`src/rtl/conv_seq_pkg.sv`:
```
// Shared types and width helpers for the 1-D convolution layer sequencer.
// Imported by the sequencer top and its counter sub-module.
package conv_seq_pkg;

   typedef enum logic [2:0] {
      S_IDLE  = 3'd0,
      S_CLEAR = 3'd1,
      S_MAC   = 3'd2,
      S_EMIT  = 3'd3,
      S_DONE  = 3'd4
   } state_e;

   function automatic int clog2_min1(input int v);
      int w;
      w = $clog2(v);
      return (w < 1) ? 1 : w;
   endfunction

   function automatic int data_w(input int input_size);
      return clog2_min1(input_size);
   endfunction

   function automatic int weight_w(input int num_kernels,
                                   input int kernel_size);
      return clog2_min1(num_kernels * kernel_size);
   endfunction

   function automatic int out_w(input int num_kernels,
                                input int out_len);
      return clog2_min1(num_kernels * out_len);
   endfunction

endpackage

```
`src/rtl/conv_layer_sequencer_wrap_counter.sv`:
```
// Modulo-MAX counter with synchronous clear and a terminal-count flag.
// Chained by wrap_o to build nested loop indices.
module wrap_counter
   import conv_seq_pkg::*;
#(
   parameter int MAX = 2,
   parameter int W   = clog2_min1(MAX)
) (
   input  logic         clk_i,
   input  logic         rst_n_i,
   input  logic         en_i,
   input  logic         clr_i,
   output logic [W-1:0] count_o,
   output logic         wrap_o
);

   logic [W-1:0] count_q;
   logic [W-1:0] count_d;
   logic         at_max;

   assign at_max  = (count_q == W'(MAX - 1));
   assign count_o = count_q;
   assign wrap_o  = at_max;

   // Next count: clear wins, otherwise step and fold back at MAX-1.
   always_comb begin
      count_d = count_q;
      if (clr_i) begin
         count_d = '0;
      end else if (en_i) begin
         count_d = at_max ? '0 : count_q + W'(1);
      end
   end

   // Count register.
   always_ff @(posedge clk_i or negedge rst_n_i) begin
      if (!rst_n_i) begin
         count_q <= '0;
      end else begin
         count_q <= count_d;
      end
   end

endmodule

```
`src/rtl/conv_layer_sequencer.sv`:
```
// Loop sequencer for one 1-D convolution layer: kernel outer, position inner,
// taps innermost; drives RAM addresses, MAC control and the result handshake.
module conv_layer_sequencer
   import conv_seq_pkg::*;
#(
   parameter int INPUT_SIZE  = 64,
   parameter int KERNEL_SIZE = 8,
   parameter int NUM_KERNELS = 4,
   localparam int OUT_LEN    = INPUT_SIZE - KERNEL_SIZE + 1,
   localparam int DW         = data_w(INPUT_SIZE),
   localparam int WW         = weight_w(NUM_KERNELS, KERNEL_SIZE),
   localparam int OW         = out_w(NUM_KERNELS, OUT_LEN)
) (
   input  logic          clk_i,
   input  logic          reset_n_i,
   input  logic          start_i,
   input  logic          abort_i,
   input  logic          result_ready_i,
   output logic          busy_o,
   output logic          done_o,
   output logic          mac_clear_o,
   output logic          mac_en_o,
   output logic [DW-1:0] data_addr_o,
   output logic [WW-1:0] weight_addr_o,
   output logic          result_valid_o,
   output logic [OW-1:0] out_addr_o
);

   localparam int TW = clog2_min1(KERNEL_SIZE);
   localparam int PW = clog2_min1(OUT_LEN);
   localparam int KW = clog2_min1(NUM_KERNELS);

   state_e state_q;
   state_e state_d;

   logic [TW-1:0] tap;
   logic [PW-1:0] pos;
   logic [KW-1:0] kernel;
   logic          tap_wrap;
   logic          pos_wrap;
   logic          kernel_wrap;

   logic cnt_clr;
   logic tap_en;
   logic pos_en;
   logic kernel_en;
   logic handshake;
   logic last_out;

   assign handshake = (state_q == S_EMIT) && result_ready_i;
   assign last_out  = pos_wrap && kernel_wrap;

   // Loop-counter control: idle/done/abort park all indices at zero.
   always_comb begin
      cnt_clr   = abort_i
                | (state_q == S_IDLE)
                | (state_q == S_DONE);
      tap_en    = (state_q == S_MAC);
      pos_en    = handshake;
      kernel_en = handshake && pos_wrap;
   end

   wrap_counter #(
      .MAX (KERNEL_SIZE),
      .W   (TW)
   ) u_tap (
      .clk_i   (clk_i),
      .rst_n_i (reset_n_i),
      .en_i    (tap_en),
      .clr_i   (cnt_clr),
      .count_o (tap),
      .wrap_o  (tap_wrap)
   );

   wrap_counter #(
      .MAX (OUT_LEN),
      .W   (PW)
   ) u_pos (
      .clk_i   (clk_i),
      .rst_n_i (reset_n_i),
      .en_i    (pos_en),
      .clr_i   (cnt_clr),
      .count_o (pos),
      .wrap_o  (pos_wrap)
   );

   wrap_counter #(
      .MAX (NUM_KERNELS),
      .W   (KW)
   ) u_kernel (
      .clk_i   (clk_i),
      .rst_n_i (reset_n_i),
      .en_i    (kernel_en),
      .clr_i   (cnt_clr),
      .count_o (kernel),
      .wrap_o  (kernel_wrap)
   );

   // Next-state logic; abort overrides every transition.
   always_comb begin
      state_d = state_q;
      unique case (state_q)
         S_IDLE: begin
            if (start_i) state_d = S_CLEAR;
         end
         S_CLEAR: begin
            state_d = S_MAC;
         end
         S_MAC: begin
            if (tap_wrap) state_d = S_EMIT;
         end
         S_EMIT: begin
            if (result_ready_i) begin
               state_d = last_out ? S_DONE : S_CLEAR;
            end
         end
         S_DONE: begin
            state_d = S_IDLE;
         end
         default: begin
            state_d = S_IDLE;
         end
      endcase
      if (abort_i) state_d = S_IDLE;
   end

   // State register.
   always_ff @(posedge clk_i or negedge reset_n_i) begin
      if (!reset_n_i) begin
         state_q <= S_IDLE;
      end else begin
         state_q <= state_d;
      end
   end

   // Moore control outputs decoded from the registered state.
   always_comb begin
      busy_o         = 1'b1;
      done_o         = 1'b0;
      mac_clear_o    = 1'b0;
      mac_en_o       = 1'b0;
      result_valid_o = 1'b0;
      unique case (1'b1)
         (state_q == S_IDLE):  busy_o         = 1'b0;
         (state_q == S_CLEAR): mac_clear_o    = 1'b1;
         (state_q == S_MAC):   mac_en_o       = 1'b1;
         (state_q == S_EMIT):  result_valid_o = 1'b1;
         (state_q == S_DONE):  done_o         = 1'b1;
         default:              busy_o         = 1'b0;
      endcase
   end

   // RAM and output addresses follow the loop indices directly.
   always_comb begin
      data_addr_o   = DW'(32'(pos) + 32'(tap));
      weight_addr_o = WW'(32'(kernel) * 32'(KERNEL_SIZE)
                        + 32'(tap));
      out_addr_o    = OW'(32'(kernel) * 32'(OUT_LEN)
                        + 32'(pos));
   end

endmodule
```
`config.mk`:
```
export PLATFORM = sky130hd
export DESIGN_NAME = conv_layer_sequencer
export DESIGN_NICKNAME = d
export VERILOG_FILES = /design/src/rtl/conv_seq_pkg.sv /design/src/rtl/conv_layer_sequencer_wrap_counter.sv /design/src/rtl/conv_layer_sequencer.sv
export SDC_FILE = /design/constraint.sdc
export NUM_CORES = 1
export LEC_CHECK = 0
export CELL_PAD_IN_SITES_DETAIL_PLACEMENT = 0
export CELL_PAD_IN_SITES_GLOBAL_PLACEMENT = 2
export CORE_ASPECT_RATIO = 0.8
export CORE_MARGIN = 1
export CORE_UTILIZATION = 28
export CTS_BUF_LIST = sky130_fd_sc_hd__clkbuf_4 sky130_fd_sc_hd__clkbuf_8
export DETAILED_ROUTE_END_ITERATION = 6
export GPL_TIMING_DRIVEN = 1
export PLACE_DENSITY_LB_ADDON = 0.1
export SLEW_MARGIN = 0
export SYNTH_ARGS = -nofsm -noshare
export SYNTH_HDL_FRONTEND = slang
export SYNTH_SLANG_ARGS = --single-unit
```
`constraint.sdc`:
```
create_clock -name clk_i -period 2.1 [get_ports clk_i]
set_input_delay 0.21 -clock clk_i [delete_from_list [all_inputs] [get_ports clk_i]]
set_output_delay 0.21 -clock clk_i [all_outputs]
set_load 0.005 [all_outputs]
```
==> flow_summary_export.csv, run 1 <==
group,metric,value,unit
run_status,status,"finished, violations left",
run_status,violations,"setup timing",
route,vias_per_cell,4.70,
setup_path,crit_slowest_cell,"fa_1",
place,portBuffers,28,
timing,rsz0062_at_grt,"true",
floorplan,initial_core_util,0.292,
setup_path,crit_type,"flop to primary output",
synthesis,seq_area_frac_synth,0.287,
grt,grt_max_degree,15,
setup_path,cp.required,1.89,ns
setup_path,crit_start,"u_kernel.count_o[0]",
route,avgRoutedWirePerCell,13.2,µm
synthesis,synthMuxAreaShare,0.0174,
synthesis,syn_avg_cell_area,9.84,µm²
synthesis,synth_xor_area_frac,0.0718,
place,gp_congestion,0.749,
timing,fin_skew,0.00382,ns
setup_path,reg2reg_depth,8,
clocking,cts_tree,"yes",
clocking,cts_root_buffer,"clkbuf_8",
pwr,ir_worst_vdd,0.000282,V
grt,grt.total_usage,0.153,
route,routed_wl,3160,µm
synthesis,synth_fa_ha_area_frac,0.230,
grt,grt_pass1_vias,1028,
route,drtAntennaViolNets,0,
clocking,cts_buffers,3,
pwr,p_per_area,325,nW/µm²
floorplan,dieHeight,61.0,µm
synthesis,synth_edf_count,0,
setup_path,critPathMaxFanout,5,
synthesis,yosysMostFrequentCell,"ha_1",
synthesis,yosysTopAreaCellShare,0.287,
timing,tns,-0.615,ns
grt,grt_antenna_before_repair,0,
synthesis,synth_area_leader_cell,"dfrtp_1",
place,dpl-instance-area,1730,µm²
synthesis,ys.flop_type,"dfrtp_1",
route,drc_errors,0,
grt,overflow,0,
setup_path,cp-start-kind,"flop",
timing,min_period,2.30,ns
timing,worst_slack,-0.197,ns
floorplan,rows,21,
floorplan,ioPinCount,29,
synthesis,synthCells,124,
clocking,clock_latency,0.24,ns
clocking,clock_tree.buffer_depth,2,
setup_path,critical_path_arrival,2.09,ns
timing,fin_crit_sh,1.09,
timing,slew_headroom,0.564,
clocking,clk_pin_slew,0.06,ns
floorplan,coreArea,4180,µm²
setup_path,cp_cell_sequence,"buf_6, fa_1, ha_4, a21oi_2, o21ai_2, xor2_1, buf_2",
timing,finalHoldViolations,0,
floorplan,die_area,4630,µm²
clocking,cts.htree.levels,1,
pwr,leakage,0.952,nW
timing,fmax,0.435,GHz
setup_path,r2r_start,"u_pos.count_o[1]",
synthesis,ys_warn_count,0,
finish,finish.net_count,209,
place,dp_hpwl,2450,µm
setup_path,cp_slowest_stage_delay,0.58,ns
setup_path,timing.rr.end,"u_kernel.count_o[0]",
synthesis,yosys-top-cells-count,"ha_1, dfrtp_1, nand2_1, inv_1, nor2_1",
flow_run,maxCapViolCount,0,
synthesis,synth_simple_gate_area_frac,0.202,
finish,design_area,1940,µm²
finish,syn_to_final_growth,59.3,%
clocking,clock_sinks,14,
synthesis,synth_nets,149,
synthesis,synth_cell_types,44,
route,first_iter_violations,32,
route,firstDrtPassIters,5,
setup_path,cp-end-kind,"primary output",
synthesis,synth_compound_area_frac,0.142,
synthesis,synth_top_family_by_area,"adder cells",
synthesis,async_flop_share,1.00,
finish,drive_gt1_frac,0.404,
synthesis,synth_area_leaders,"dfrtp_1, ha_1, fa_1",
timing,worst-slew-pin-transition,0.652,ns
grt,grt_pass1_wl,5130,µm
floorplan,die_x,75.8,µm
timing,timing.hold.ws,0.371,ns
route,dr_total_vias,1129,
min_path,hp-class,"primary input to async pin",
finish,diodes,0,
pwr,totalPowerFinal,0.631,mW
timing,finalSetupViolCount,5,
synthesis,netlist_area,1220,µm²
clocking,hold_buffers,0,
synthesis,yosys_register_bits,14,
setup_path,ff2ff_setup_slack,0.16,ns
timing,slew_viol_final,0,
-- cell usage in the layout, fill, tap and decap left out, types with 4 or more instances in the layout --
cell             instances
a21oi_1                  4
a21oi_2                  4
buf_2                    6
buf_4                   22
buf_6                    9
clkbuf_8                 4
clkdlybuf4s50_1         17
dfrtp_1                 12
ha_1                    10
ha_4                     6
inv_1                    5
nand2_1                 11
nor2_1                   8
xnor2_1                  4
xor2_1                   4
-- worst max-delay path, delay by kind of cell, from the launching register on --
family	cells	cell delay, ns
DFF	1	0.45
AOI/OAI and AO/OA	2	0.21
buffers and inverters	2	0.26
adders and majority gates	2	0.81
xor gates and xnor gates	1	0.13
-- state kept, by name (all words and copies together) (netlist names) --
name              flops
u_kernel.count_o      2
state_q               3
u_tap.count_o         3
u_pos.count_o         6
-- logic make-up (layout without fill, tap and decap cells) --
group | after synthesis | count (layout)
DFF | 14 | 14
muxes | 2 | 2
and+or+nand+nor | 42 | 42
buffers and inverters | 12 | 71
adders and majority gates | 20 | 20
xor gates and xnor gates | 10 | 10
AOI/OAI and AO/OA | 24 | 24
-- per-stage QoR --
stage / setup slack (ns) / util / std cells
after floorplan: 0.0111 / - / 124
after global routing: -0.274 / 0.465 / 240
after CTS: -0.207 / 0.463 / 240
after global placement: -0.399 / 0.414 / 230
after detailed placement: -0.448 / 0.414 / 230
final: -0.197 / 0.465 / 240
-- where the power goes --
part,total [mW],internal (mW),switching [mW]
combinational,0.0872,0.0473,0.0399
clock,0.255,0.166,0.0893
sequential,0.289,0.275,0.0142
-- how the worst max path moves through the flow --
stage / depth (start not counted) / endpoint / slack [ns]
floorplan: 7 / out_addr_o[7] / 0.01
global placement: 9 / out_addr_o[7] / -0.40
global route: 7 / out_addr_o[6] / -0.27
finish: 7 / out_addr_o[6] / -0.20
CTS: 7 / out_addr_o[6] / -0.21
detailed placement: 8 / out_addr_o[7] / -0.45
-- metal layers --
metal	track usage	routed length, µm	up-vias
li1	-	-	564
met1	0.225	1600	537
met2	0.233	1370	26
met3	0.0409	181	2
met4	0.0159	11	0
met5	0	0	-
-- timing repair --
action                     in CTS  in global routing
setup buffers                   6                  0
resized for setup              59                 10
setup endpoints to repair      11                  9
hold endpoints to repair        0                  0
pin swaps                      15                 11
-- layout make-up --
class	count	area (µm²)
fill	398	2230
timing repair buffer	59	500
inverter	8	30.0
multi-input combinational	98	933
tap	57	71.3
clock buffer	4	55.1
sequential	14	353
(Power assumes the default switching activity.)
==> inputs of run 2 (changes only) <==
CORE_UTILIZATION = 30   (was 28)
clock period = 2.5 ns   (was 2.1 ns; I/O delays follow)
==> run 2 against run 1 <==
  * Critical path depth grew 1
  * Utilization grew 0.27 points
  * Power decreased by 14%
  * Clock skew down 0.0030 ns
  * The flow now finishes without violations
  * Highest routed layer is now met3
  * Largest cell class unchanged
==> flow_summary_export.csv, run 2 (synthesis results as in run 1) <==
group,metric,value,unit
flow_run,maxCapViolCount,0,
clocking,clk_pin_slew,0.06,ns
clocking,hold_buffers,0,
timing,fin_crit_sh,0.982,
finish,final.fill_count,391,
grt,grt_pass1_wl,5290,µm
clocking,cts_tree,"yes",
floorplan,die_x,73.3,µm
finish,fin_cells,225,
place,dpl-instance-area,1640,µm²
route,drtAntennaViolNets,0,
route,firstDrtPassIters,4,
route,first_iter_violations,37,
place,pre_cts_slack,-0.0817,ns
finish,finish.net_count,196,
setup_path,critical_path_arrival,2.21,ns
pwr,p_per_area,302,nW/µm²
place,dp_hpwl,2390,µm
clocking,clock_latency,0.25,ns
floorplan,die_area,4330,µm²
clocking,cts_buffers,3,
timing,worst-slew-pin-transition,0.714,ns
timing,worst_slack,0.0445,ns
floorplan,coreArea,3850,µm²
place,gp_congestion,0.769,
clocking,clock_sinks,14,
timing,rsz0062_at_grt,"true",
route,dr_total_vias,1078,
grt,grt_pass1_vias,1083,
finish,diodes,0,
timing,slew_headroom,0.523,
route,dr.max_layer_used,"met3",
setup_path,cp-end-kind,"primary output",
floorplan,initial_core_util,0.317,
timing,fin_skew,0.000802,ns
floorplan,dieHeight,59.0,µm
setup_path,crit_top_cell,"buf_6",
grt,grt.total_usage,0.163,
grt,grt_max_degree,15,
clocking,clock_tree.buffer_depth,2,
pwr,totalPowerFinal,0.544,mW
finish,design_area,1800,µm²
place,placed_cells,217,
clocking,cts_root_buffer,"clkbuf_8",
timing,min_period,2.46,ns
timing,tns,0,ns
setup_path,cp.required,2.25,ns
grt,overflow,0,
floorplan,rows,20,
timing,finalSetupViolCount,0,
finish,largest_reg_flops,6,
route,wl_met3,92,µm
min_path,hp-class,"primary input to async pin",
pwr,leakage,0.925,nW
floorplan,ioPinCount,29,
setup_path,cp_cell_sequence,"buf_6, fa_1, ha_4, buf_6, a21oi_2, o21ai_2, xor2_1, buf_2",
route,dr_wl_met2,1380,µm
route,routed_wl,3110,µm
setup_path,cp-start-kind,"flop",
setup_path,crit_slowest_cell,"fa_1",
setup_path,cp_slowest_stage_delay,0.59,ns
place,portBuffers,28,
setup_path,critPathMaxFanout,3,
grt,grt_antenna_before_repair,0,
setup_path,reg2reg_depth,4,
finish,drive_gt1_frac,0.271,
route,drc_errors,0,
timing,finalHoldViolations,0,
timing,slew_viol_final,0,
route,vias_per_cell,4.79,
route,wl_met1,1630,µm
pwr,ir_worst_vdd,0.000225,V
clocking,cts.htree.levels,1,
run_status,status,"completed",
finish,final_cell_mix,"clkdlybuf4s50_1, buf_4, dfrtp_1",
route,avgRoutedWirePerCell,13.8,µm
timing,fmax,0.407,GHz
finish,final_common_cell,"clkdlybuf4s50_1",
setup_path,crit_type,"flop to primary output",
finish,syn_to_final_growth,47.8,%
[run 2: cell count changes in the layout (fill, tap and decap cells not counted), sizes merged]
cell           delta
clkdlybuf4s50     +4
dlygate4sd2       +2
clkbuf            -2
clkdlybuf4s15     -1
buf              -18
dlymetal6s2s      +2
[run 2: worst max-delay path: cells and delay by family, from the launching register on]
| family | cells | cell delay [ns] |
|---|---|---|
| buffers and inverters | 3 | 0.38 |
| xor gates and xnor gates | 1 | 0.14 |
| DFF | 1 | 0.41 |
| AOI/OAI and AO/OA | 2 | 0.21 |
| adders and majority gates | 2 | 0.81 |
[run 2: metal layers]
layer,up-vias,global-route usage
met3,0,0.0357
met2,18,0.249
li1,540,-
met4,0,0.0247
met1,520,0.243
met5,-,0
[run 2: cell type report]
cell class / count / area [µm²] / share of cell area
tap: 55 / 68.8 / 0.0382
multi-input combinational: 98 / 881 / 0.489
clock buffer: 4 / 55.1 / 0.0305
inverter: 8 / 30.0 / 0.0167
sequential: 14 / 350 / 0.194
timing repair buffer: 46 / 418 / 0.232
[run 2: worst paths after layout]
| kind | from | endpoint | slack (ns) |
|---|---|---|---|
| max | u_kernel.count_o[0] | out_addr_o[6] | 0.04 |
| min | reset_n_i | u_tap.count_o[2] | 0.43 |
| max reg2reg | state_q[0] | u_pos.count_o[5] | 0.69 |
| min reg2reg | u_tap.count_o[2] | u_tap.count_o[2] | 0.58 |
| max in group asynchronous | reset_n_i | u_pos.count_o[4] | 1.63 |
| min in group clk_i | u_tap.count_o[2] | u_tap.count_o[2] | 0.58 |
[run 2: where the power goes]
part	leakage [nW]	internal, mW	switching (mW)	total, mW
clock network	0.0288	0.140	0.0930	0.233
registers	0.194	0.231	0.0122	0.243
logic	0.702	0.0365	0.0317	0.0682
total	0.925	0.407	0.137	0.544
[run 2: timing repair]
action                     4_1_cts  5_1_grt
resized for setup               19       12
buffers inserted                 3        1
pin swaps                        5        7
setup endpoints to repair        6        5
[run 2: stage by stage]
step / util / hold WS (ns)
global route: 0.468 / 0.481
floorplan: - / -0.0456
CTS: 0.458 / 0.449
global placement: 0.426 / 0.557
detailed placement: 0.426 / 0.576
finish: 0.468 / 0.425
==> inputs of run 3 (changes only) <==
CORE_ASPECT_RATIO = 1.4   (was 0.8)
GPL_ROUTABILITY_DRIVEN = 0   (was default)
==> run 3 against run 2 <==
  * Routed wire length decreased by 0.35%
  * Clock power decreased by 6%
  * Non-clock buffer count increased by 4
  * Cell count decreased by 3.6%
  * Worst setup slack improved by 0.012 ns
  * Clock skew increased by 0.0042 ns
  * Utilization increased by 0.34 points
  * Hold slack got worse by 0.019 ns
  * Power decreased by 2.2%
  * Register-to-register slack got worse by 0.07 ns
  * Sequential share of layout area decreased by 0.39 points
==> flow_summary_export.csv, run 3 (synthesis results as in run 1) <==
group,metric,value,unit
run_status,status,"completed",
place,portBuffers,28,
min_path,hp-class,"primary input to async pin",
finish,largest_reg_flops,6,
timing,finalHoldViolations,0,
clocking,clk_pin_slew,0.06,ns
floorplan,die_area,4330,µm²
finish,design_area,1850,µm²
route,avgRoutedWirePerCell,14.3,µm
route,firstDrtPassIters,4,
floorplan,rows,27,
clocking,cts_root_buffer,"clkbuf_8",
floorplan,die_x,55.9,µm
setup_path,cp-start-kind,"flop",
route,routed_wl,3100,µm
finish,fin_util,0.471,
clocking,hold_buffers,0,
setup_path,critPathMaxFanout,3,
setup_path,r2r_start,"state_q[0]",
timing,finalSetupViolCount,0,
finish,syn_to_final_growth,51.4,%
timing,slew_headroom,0.567,
clocking,cts_tree,"yes",
floorplan,coreArea,3920,µm²
pwr,ir_worst_vdd,0.000213,V
pwr,p_per_area,288,nW/µm²
clocking,clock_tree.buffer_depth,2,
timing,fin_skew,0.00502,ns
timing,slew_viol_final,0,
setup_path,timing.rr.end,"u_pos.count_o[5]",
pwr,leakage,0.942,nW
route,drc_errors,0,
route,drtAntennaViolNets,0,
floorplan,initial_core_util,0.311,
setup_path,cp.required,2.25,ns
setup_path,critical_path_arrival,2.19,ns
grt,grt_max_degree,15,
grt,overflow,0,
floorplan,ioPinCount,29,
clocking,cts.htree.levels,1,
finish,finish.net_count,200,
grt,grt_pass1_wl,5180,µm
setup_path,crit_type,"flop to primary output",
place,dpl-instance-area,1640,µm²
floorplan,dieHeight,77.5,µm
grt,grt_antenna_before_repair,0,
finish,drive_gt1_frac,0.299,
setup_path,ff2ff_setup_slack,0.62,ns
finish,final_common_cell,"clkdlybuf4s50_1",
pwr,totalPowerFinal,0.532,mW
clocking,clock_sinks,14,
clocking,cts_buffers,3,
clocking,clock_latency,0.24,ns
route,dr_total_vias,1085,
timing,timing.hold.ws,0.406,ns
route,vias_per_cell,5.00,
flow_run,maxCapViolCount,0,
setup_path,cp-end-kind,"primary output",
grt,grt_pass1_vias,1163,
timing,min_period,2.44,ns
finish,diodes,0,
setup_path,crit_start,"u_kernel.count_o[0]",
place,dp_hpwl,2440,µm
finish,final_cell_mix,"clkdlybuf4s50_1, buf_4, dfrtp_1",
timing,worst-slew-pin-transition,0.648,ns
setup_path,reg2reg_depth,4,
timing,rsz0062_at_grt,"true",
grt,grt.total_usage,0.154,
route,first_iter_violations,29,
timing,fin_crit_sh,0.977,
timing,fmax,0.409,GHz
==> run 3: cell count changes in the layout (fill, tap and decap cells not counted) <==
cell             before  now
ha_4                  2    5
dfrtp_1              14   13
dlymetal6s2s_1        2    3
clkbuf_2              1    2
nand2_4               1    0
buf_2                 1    0
inv_1                 8    7
dfrtp_2               0    1
nand2_1              10   11
buf_4                15   19
ha_2                  2    0
inv_2                 0    1
ha_1                 12   11
clkdlybuf4s50_1      21   20
==> run 3: report_power, final <==
part	leakage (nW)	switching, mW	internal, mW
logic	0.721	0.0330	0.0366
clock network	0.0288	0.0794	0.139
registers	0.192	0.0125	0.231
total	0.942	0.125	0.407
==> run 3: final cells by class <==
cell class | count | area (µm²)
sequential | 14 | 352
timing repair buffer | 50 | 450
fill | 388 | 2070
tap | 43 | 53.8
inverter | 8 | 30.0
multi-input combinational | 98 | 906
clock buffer | 4 | 55.1
==> run 3: worst max-delay path by stage <==
stage               endpoint  slack (ns)  cells past startpoint
2_1_floorplan  out_addr_o[7]        0.34                      8
3_3_place_gp   out_addr_o[6]       -0.07                      7
3_5_place_dp   out_addr_o[6]       -0.09                      7
4_1_cts        out_addr_o[7]       -0.03                     10
5_1_grt        out_addr_o[7]       -0.01                     10
6_report       out_addr_o[7]        0.06                     10
==> run 3: per-stage QoR <==
| stage | setup WS (ns) | cells | setup TNS (ns) |
|---|---|---|---|
| 2_1_floorplan | 0.336 | 124 | 0 |
| 3_3_place_gp | -0.0692 | 206 | -0.109 |
| 3_5_place_dp | -0.0926 | 206 | -0.142 |
| 4_1_cts | -0.0323 | 214 | -0.0323 |
| 5_1_grt | -0.0126 | 217 | -0.0126 |
| 6_report | 0.0566 | 217 | 0 |
==> run 3: per-layer routing <==
layer,part of all wire,track usage,vias up
li1,-,-,544
met1,0.38,0.155,519
met2,0.59,0.311,20
met3,0.021,0.0167,2
met4,0.0065,0.0610,0
met5,0,0,-
==> run 3: timing repair <==
action / CTS / global route
setup buffers: 4 / 3
endpoints found under the setup margin: 6 / 5
gates resized for setup: 16 / 18
pin swaps: 5 / 5
==> run 3: worst max-delay path, cell delays in order, from the launching register on <==
cell and delay [ns]:
dfrtp_1 0.40, buf_6 0.13, ha_4 0.16, ha_4 0.16, fa_2 0.34, buf_6 0.13
a31oi_4 0.15, nor2b_1 0.07, o21ai_1 0.11, nand2b_1 0.06, dlygate4sd2_1 0.25
